File: src/rtl/eth_rx_filter.sv
// Ethernet RX address filter: forwards station/broadcast/multicast/promiscuous frames, drops runts and misses; ETH_RX_FILTER_STATS_EN adds frame counters.
// Latency: one register stage, an accepted beat appears on m_axis one cycle after its s-side handshake.
// Backpressure: s_axis_tready follows the output stage; beats of dropped frames are always accepted and discarded.
module eth_rx_filter (
    input  logic         clk,
    input  logic         rst,
    input  logic [127:0] s_axis_tdata,
    input  logic [15:0]  s_axis_tkeep,
    input  logic         s_axis_tvalid,
    output logic         s_axis_tready,
    input  logic         s_axis_tlast,
    output logic [127:0] m_axis_tdata,
    output logic [15:0]  m_axis_tkeep,
    output logic         m_axis_tvalid,
    input  logic         m_axis_tready,
    output logic         m_axis_tlast,
    output logic         m_axis_tfirst,
    output logic [47:0]  m_src_mac,
    output logic [15:0]  m_ethertype,
    input  logic [47:0]  cfg_mac,
    input  logic         cfg_promisc,
    input  logic         cfg_mcast_en,
    output logic [31:0]  stat_accept,
    output logic [31:0]  stat_drop
);

    typedef enum logic [1:0] {
        IDLE = 2'd0,
        FWD  = 2'd1,
        DROP = 2'd2
    } state_t;

    state_t        state_q, state_d;
    logic          m_vld_q, m_vld_d;
    logic          m_first_q, m_first_d;
    logic          m_last_q, m_last_d;
    logic [127:0]  m_dat_q, m_dat_d;
    logic [15:0]   m_keep_q, m_keep_d;
    logic [47:0]   src_mac_q, src_mac_d;
    logic [15:0]   ethertype_q, ethertype_d;

    logic [47:0]   dst_mac;
    logic          is_first;
    logic          is_runt;
    logic          addr_hit;
    logic          first_acc;
    logic          discard;
    logic          out_free;
    logic          s_hs;
    logic          fwd_hs;

    // Frame decision is made combinationally on the first beat, so cfg_* only matters at that instant.
    always_comb begin
        dst_mac   = s_axis_tdata[47:0];
        is_first  = (state_q == IDLE);
        is_runt   = !s_axis_tkeep[13];
        addr_hit  = cfg_promisc
                  || (dst_mac == cfg_mac)
                  || (&dst_mac)
                  || (dst_mac[0] && cfg_mcast_en);
        first_acc = !is_runt && addr_hit;
        discard   = (state_q == DROP) || (is_first && !first_acc);
        out_free  = !m_vld_q || m_axis_tready;
        s_axis_tready = discard || out_free;
        s_hs      = s_axis_tvalid && s_axis_tready;
        fwd_hs    = s_hs && !discard;
    end

    always_comb begin
        state_d = state_q;
        if (s_hs) begin
            case (state_q)
                IDLE: begin
                    if (!s_axis_tlast) begin
                        state_d = first_acc ? FWD : DROP;
                    end
                end
                FWD, DROP: begin
                    if (s_axis_tlast) begin
                        state_d = IDLE;
                    end
                end
                default: state_d = IDLE;
            endcase
        end
    end

    always_comb begin
        m_vld_d     = m_vld_q;
        m_first_d   = m_first_q;
        m_last_d    = m_last_q;
        m_dat_d     = m_dat_q;
        m_keep_d    = m_keep_q;
        src_mac_d   = src_mac_q;
        ethertype_d = ethertype_q;
        if (fwd_hs) begin
            m_vld_d   = 1'b1;
            m_first_d = is_first;
            m_last_d  = s_axis_tlast;
            m_dat_d   = s_axis_tdata;
            m_keep_d  = s_axis_tkeep;
        end else if (m_axis_tready) begin
            m_vld_d   = 1'b0;
        end
        // Header only follows forwarded frames so a dropped frame never disturbs a stalled first beat.
        if (fwd_hs && is_first) begin
            src_mac_d   = s_axis_tdata[95:48];
            ethertype_d = {s_axis_tdata[103:96], s_axis_tdata[111:104]};
        end
    end

    always_ff @(posedge clk) begin
        if (rst) begin
            state_q     <= IDLE;
            m_vld_q     <= 1'b0;
            m_first_q   <= 1'b0;
            m_last_q    <= 1'b0;
            m_dat_q     <= '0;
            m_keep_q    <= '0;
            src_mac_q   <= '0;
            ethertype_q <= '0;
        end else begin
            state_q     <= state_d;
            m_vld_q     <= m_vld_d;
            m_first_q   <= m_first_d;
            m_last_q    <= m_last_d;
            m_dat_q     <= m_dat_d;
            m_keep_q    <= m_keep_d;
            src_mac_q   <= src_mac_d;
            ethertype_q <= ethertype_d;
        end
    end

    assign m_axis_tvalid = m_vld_q;
    assign m_axis_tfirst = m_first_q;
    assign m_axis_tlast  = m_last_q;
    assign m_axis_tdata  = m_dat_q;
    assign m_axis_tkeep  = m_keep_q;
    assign m_src_mac     = src_mac_q;
    assign m_ethertype   = ethertype_q;

`ifdef ETH_RX_FILTER_STATS_EN
    logic [31:0] stat_accept_q, stat_accept_d;
    logic [31:0] stat_drop_q, stat_drop_d;

    // One count per frame, taken on its first beat; both counters saturate.
    always_comb begin
        stat_accept_d = stat_accept_q;
        stat_drop_d   = stat_drop_q;
        if (s_hs && is_first) begin
            if (first_acc) begin
                if (stat_accept_q != 32'hFFFF_FFFF) begin
                    stat_accept_d = stat_accept_q + 32'd1;
                end
            end else begin
                if (stat_drop_q != 32'hFFFF_FFFF) begin
                    stat_drop_d = stat_drop_q + 32'd1;
                end
            end
        end
    end

    always_ff @(posedge clk) begin
        if (rst) begin
            stat_accept_q <= '0;
            stat_drop_q   <= '0;
        end else begin
            stat_accept_q <= stat_accept_d;
            stat_drop_q   <= stat_drop_d;
        end
    end

    assign stat_accept = stat_accept_q;
    assign stat_drop   = stat_drop_q;
`else
    assign stat_accept = 32'd0;
    assign stat_drop   = 32'd0;
`endif

endmodule
File: config.mk
export PLATFORM = sky130hd
export DESIGN_NAME = eth_rx_filter
export DESIGN_NICKNAME = d
export VERILOG_FILES = /design/src/rtl/eth_rx_filter.sv
export SDC_FILE = /design/constraint.sdc
export NUM_CORES = 1
export LEC_CHECK = 0
export ABC_AREA = 1
export ABC_CLOCK_PERIOD_IN_PS = 2600
export CORE_AREA = 4 4 182 184
export CTS_CLUSTER_SIZE = 12
export DETAILED_ROUTE_END_ITERATION = 6
export DIE_AREA = 0 0 186 188
export DONT_BUFFER_PORTS = 1
export PLACE_DENSITY = 0.55
export SETUP_SLACK_MARGIN = 0.1
export SKIP_CTS_REPAIR_TIMING = 1
export SLEW_MARGIN = 15
export SYNTH_ARGS = -nofsm -noshare
export SYNTH_HDL_FRONTEND = slang
export SYNTH_SLANG_ARGS = --single-unit
File: constraint.sdc
create_clock -name clk -period 2.6 [get_ports clk]
set_input_delay 0.65 -clock clk [delete_from_list [all_inputs] [get_ports clk]]
set_output_delay 0.65 -clock clk [all_outputs]
set_load 0.01 [all_outputs]
==> out/qor.yml, run 1 <==
startpoint: "s_axis_tdata[19]"
rows: 65
die_area_um2: 35000
cts.sinks: 213
timing_hold_violations_final: 0
root_buffer: "clkbuf_16"
finalCriticalPeriod_ps: 2420
start_util: 0.294
hpwl_mm: 21.9
die_y_um: 188
grt_start_max_net_pins: 150
fmax_mhz: 413
slew_headroom: 0.658
drt-wirelength-per-cell_um: 16.7
die_w_um: 186
synth_area_per_cell_um2: 6.90
drcViolationCount: 0
cts.htree.levels: 1
dpl.cell_count: 1694
antenna_found_initial: 0
p_sw_mw: 2.33
gp_congestion: 0.915
slew_violations: 0
cap_violations: 0
power_frac_clock: 0.423
status: "complete, no violations"
hp-class: "input port to register"
synth_area_um2: 9220
r2r_slack_ps: 690
grt_pass1_vias: 7272
rsz0062_at_grt: "no"
final.setup.worst_slack_ps: 176
num-fill-cells: 3421
internal-power_mw: 6.14
crit_arrival_ps: 1770
endpoint: "s_axis_tready"
drt.antenna.violating_nets: 0
vias: 7837
synthCells: 1336
swShare: 0.275
first_pass_iters: 5
critPathLaunchType: "input port"
cts_max_path_buffers: 3
report.final.setup_viol: 0
layout-drive-gt1-share: 0.0635
post-route-period-util: 0.932
clk_pin_slew_ps: 60
cp.required_ps: 1950
port_buffers: 0
endpoint_kind: "primary output"
worstSkewPairLatency_ps: 520
area_delta_synth_final_pct: 13.0
worstSetupPathType: "input port to primary output"
reg2reg_to: "m_axis_tdata[115]"
synth_edf_count: 0
clock_skew_ps: 10.4
cts_made_buffers: 25
nets: 1522
async_flop_share: 0
core_area_um2: 31400
tightest_slew_ps: 513
reg2reg_depth: 9
final_cells: 1741
ios: 475
track_usage: 0.152
yosysWarnings: 0
n_antenna_cell: 0
grt_first_pass_wirelength_mm: 42.4
ys_seq_elements: 213
cts_tree: "yes"
drt_wl_total_mm: 29.1
post_synth_num_cell_types: 21
viasPerCell: 4.50
hold_ws_ps: 203
ir_worst_vdd_uv: 447
tns_ps: 0
critPathMaxFanout: 3
p_leak_nw: 4.44
ys.flop_type: "dfxtp_1"
pwr-share-comb: 0.119
drtIter0Drc: 375
power_frac_seq: 0.458
preCtsSetupSlack_ps: -234
regToRegStartpoint: "m_axis_tvalid"
grt-ovfl-total: 0
synth-seq-area-share: 0.462
powerDensity_nw_per_um2: 813
power groups by stage:
stage          combinational [mW]  clock [mW]  sequential, mW
3_5_place_dp                0.997           0            3.96
6_report                     1.01        3.59            3.88
3_3_place_gp                0.979           0            3.96
4_1_cts                      1.00        3.72            3.89
2_1_floorplan               0.859           0            3.86
5_1_grt                      1.16        3.84            3.91
cell families (layout without fill, tap and decap cells):
kind of cell | Yosys count | count (layout) | synth area share
DFF | 213 | 213 | 0.462
AOI/OAI and AO/OA | 150 | 150 | 0.0814
other | 1 | 64 | 0.000407
and+or+nand+nor | 692 | 692 | 0.286
buffers and inverters | 246 | 186 | 0.137
adders and majority gates | 2 | 2 | 0.00271
xor gates and xnor gates | 32 | 32 | 0.0304
layer usage:
metal,track usage,wire [µm],vias up
met5,0,0,-
met4,0.0597,1240,0
met3,0.0605,3340,65
met2,0.250,13400,342
met1,0.178,11100,3546
li1,-,-,3884
worst min path at each step:
stage,from,endpoint,depth (start not counted)
detailed placement,state_q[0],state_q[0],2
floorplan,state_q[0],state_q[0],2
CTS,rst,m_axis_tfirst,1
global route,rst,m_axis_tlast,1
finish,rst,m_axis_tkeep[4],1
global placement,state_q[0],state_q[0],2
critical path, stage by stage:
cell	delay [ps]
xnor2_1	130
buf_4	120
nand2_1	50
nor2_2	150
nand2_1	80
nor2_1	100
nand3_1	110
nand2_1	110
nand2_2	90
nand2_4	100
nand3_4	100
layout by cell type, fill, tap and decap left out, types with 2 or more instances in the layout:
cell       netlist  layout
nor2_1         154     148
clkinv_2         0       3
clkbuf_16        0      25
nand3_1          4       3
nand4_1          6       6
buf_4           83      15
clkbuf_8         0       5
dfxtp_1        213     213
nand2_1        521     518
inv_2            3       3
nor2_4           0       2
buf_12           0      13
xnor2_2          0       3
xnor2_1         32      29
bufinv_16        0       3
nor2_2           1       5
conb_1           1      64
nor3_1           4       4
nand2_2          0       2
a21oi_1        149     149
inv_1          109     108
clkbuf_1        29       7
ha_1             2       2
sequential cells by signal, summed over array words and instances (netlist names):
| name | flops |
|---|---|
| m_axis_tdata | 128 |
| m_src_mac | 48 |
| m_axis_tkeep | 16 |
| m_ethertype | 16 |
| state_q | 2 |
| m_axis_tfirst | 1 |
| m_axis_tlast | 1 |
| m_axis_tvalid | 1 |
cells in the mapped netlist (2+ instances only):
cell type	count	area [µm²]
nand2_1	521	1960
dfxtp_1	213	4260
nor2_1	154	578
a21oi_1	149	746
inv_1	109	409
buf_4	83	623
xnor2_1	32	280
clkbuf_1	29	109
buf_2	20	100
nand4_1	6	37.5
nand3_1	4	20.0
nor3_1	4	20.0
inv_2	3	11.3
ha_1	2	25.0
cell type report:
| cell class | count | area, µm² | share of cell area |
|---|---|---|---|
| clock buffer | 37 | 721 | 0.0691 |
| clock inverter | 8 | 121 | 0.0116 |
| sequential | 213 | 4260 | 0.409 |
| tap | 402 | 503 | 0.0483 |
| inverter | 113 | 427 | 0.0409 |
| multi-input combinational | 940 | 4010 | 0.385 |
| timing repair buffer | 28 | 373 | 0.0358 |
through the flow:
| step | power (mW) | util | cell area [µm²] |
|---|---|---|---|
| 5_1_grt | 8.91 | 0.332 | 10400 |
| 2_1_floorplan | 4.72 | - | 9460 |
| 3_3_place_gp | 4.94 | 0.303 | 9500 |
| 4_1_cts | 8.61 | 0.329 | 10300 |
| 6_report | 8.47 | 0.332 | 10400 |
| 3_5_place_dp | 4.96 | 0.303 | 9500 |
No activity file was read; power rests on OpenSTA's default activity.
==> inputs of run 2 (changes only) <==
--- a/config.mk
+++ b/config.mk
@@ -7,12 +7,12 @@
 export LEC_CHECK = 0
 export ABC_AREA = 1
 export ABC_CLOCK_PERIOD_IN_PS = 2600
-export CORE_AREA = 4 4 182 184
+export CORE_AREA = 4 4 185 187
 export CTS_CLUSTER_SIZE = 12
 export DETAILED_ROUTE_END_ITERATION = 6
-export DIE_AREA = 0 0 186 188
+export DIE_AREA = 0 0 189 191
 export DONT_BUFFER_PORTS = 1
-export PLACE_DENSITY = 0.55
+export PLACE_DENSITY = 0.54
 export SETUP_SLACK_MARGIN = 0.1
 export SKIP_CTS_REPAIR_TIMING = 1
 export SLEW_MARGIN = 15
==> out/qor.yml, run 2 (same netlist as run 1, synthesis figures left out) <==
status: "complete, no violations"
cts_made_buffers: 25
largest_register_ff_count: 128
die_w_um: 189
antenna_found_initial: 0
fmax_mhz: 402
drt-wirelength-per-cell_um: 16.7
regToRegStartpoint: "m_axis_tvalid"
grt_pass1_vias: 7107
ir_worst_vdd_uv: 399
p_leak_nw: 4.48
clk_pin_slew_ps: 60
cp_common_cell: "nand2_2"
layout_commonest_cell: "nand2_1"
rsz0062_at_grt: "yes"
critPathLaunchType: "input port"
r2r_slack_ps: 730
worstPathCellList: "xnor2_4 > buf_6 > nand2_2 > nor2_1 > nand2_1 > nor2_4 > nand3_2 > nand2_2 > nand2_2 > nand2_2 > nand3_2 > buf_6"
die_area_um2: 36100
n_antenna_cell: 0
finalCriticalPeriod_ps: 2490
worstSkewPairLatency_ps: 530
start_util: 0.284
gp_congestion: 0.886
die_y_um: 191
cts.sinks: 213
place_area_um2: 9600
final_cell_mix: "514 x nand2_1, 213 x dfxtp_1, 149 x a21oi_1"
reg2reg_depth: 7
drt.antenna.violating_nets: 0
core_area_um2: 32500
final_cell_area_um2: 10600
drtIter0Drc: 408
cts.htree.levels: 1
clock_skew_ps: 14.3
drt_wl_total_mm: 29.8
num-fill-cells: 3535
cpLargestDelayFamily: "simple AND/OR/NAND/NOR gates"
endpoint: "s_axis_tready"
hold_start: "rst"
drcViolationCount: 0
viasPerCell: 4.40
grt-ovfl-total: 0
vias: 7847
grt_first_pass_wirelength_mm: 42.9
cp_slowest_cell: "xnor2_4"
hp-class: "input port to register"
track_usage: 0.149
cp.required_ps: 1950
port_buffers: 0
first_pass_iters: 5
cpPeakStageDelay_ps: 150
tightest_slew_ps: 588
powerDensity_nw_per_um2: 792
crit_buf_inv: 2
critPathMaxFanout: 3
slew_violations: 0
cts_max_path_buffers: 3
root_buffer: "clkbuf_16"
report.final.setup_viol: 0
timing_hold_violations_final: 0
cts_tree: "yes"
reg2reg_to: "m_axis_tdata[96]"
slew_headroom: 0.608
dpl.cell_count: 1737
area_delta_synth_final_pct: 14.8
ios: 475
post-route-period-util: 0.958
crit_arrival_ps: 1840
final_cells: 1782
hold_ws_ps: 206
startpoint: "cfg_mac[19]"
endpoint_kind: "primary output"
nets: 1524
grt_start_max_net_pins: 150
rows: 66
cp_num_cells: 12
cap_violations: 0
hpwl_mm: 22.3
worstSetupPathType: "input port to primary output"
layout-drive-gt1-share: 0.0739
## run 2: cell types whose count changed in the layout (fill, tap and decap cells not counted), sizes merged
cell	previous run	this run
bufinv	3	1
clkinvlp	1	2
buf	28	30
## run 2: stage by stage
step | setup TNS, ps | power, mW | worst slack, ps | utilization
floorplan | 0 | 4.72 | 432 | -
global placement | -28350 | 4.95 | -215 | 0.296
detailed placement | -34770 | 4.97 | -238 | 0.296
CTS | -215 | 8.50 | -215 | 0.321
global route | 0 | 8.81 | 26.5 | 0.326
finish | 0 | 8.38 | 110 | 0.326
## run 2: report_power, final
| part | switching (mW) | total [mW] | internal [mW] |
|---|---|---|---|
| sequential | 0.341 | 3.88 | 3.54 |
| clock | 1.40 | 3.47 | 2.07 |
| combinational | 0.610 | 1.03 | 0.422 |
## run 2: worst min path at each step
stage / cells past startpoint / endpoint
2_1_floorplan: 2 / state_q[0]
3_3_place_gp: 2 / state_q[0]
3_5_place_dp: 2 / state_q[0]
4_1_cts: 1 / m_axis_tdata[102]
5_1_grt: 1 / m_axis_tfirst
6_report: 1 / m_axis_tfirst
## run 2: worst reg2reg max path, stage by stage, from the launching register on
cell	delay (ps)
dfxtp_1	410
inv_1	60
nor2_1	210
inv_1	140
nand4_4	170
buf_4	500
nand2_1	140
a21oi_1	170
## run 2: metal layers
metal  track usage  up-vias  part of all wire
li1              -     3886                 -
met1         0.177     3565              0.39
met2         0.251      350              0.48
met3        0.0579       46              0.11
met4        0.0443        0             0.022
met5             0        -                 0
## run 2: final cells by class
cell class	count	area, µm²	share of cell area
clock buffer	37	741	0.0700
clock inverter	7	80.1	0.00757
inverter	113	427	0.0403
multi-input combinational	940	4100	0.387
sequential	213	4260	0.403
tap	442	553	0.0523
timing repair buffer	30	420	0.0397
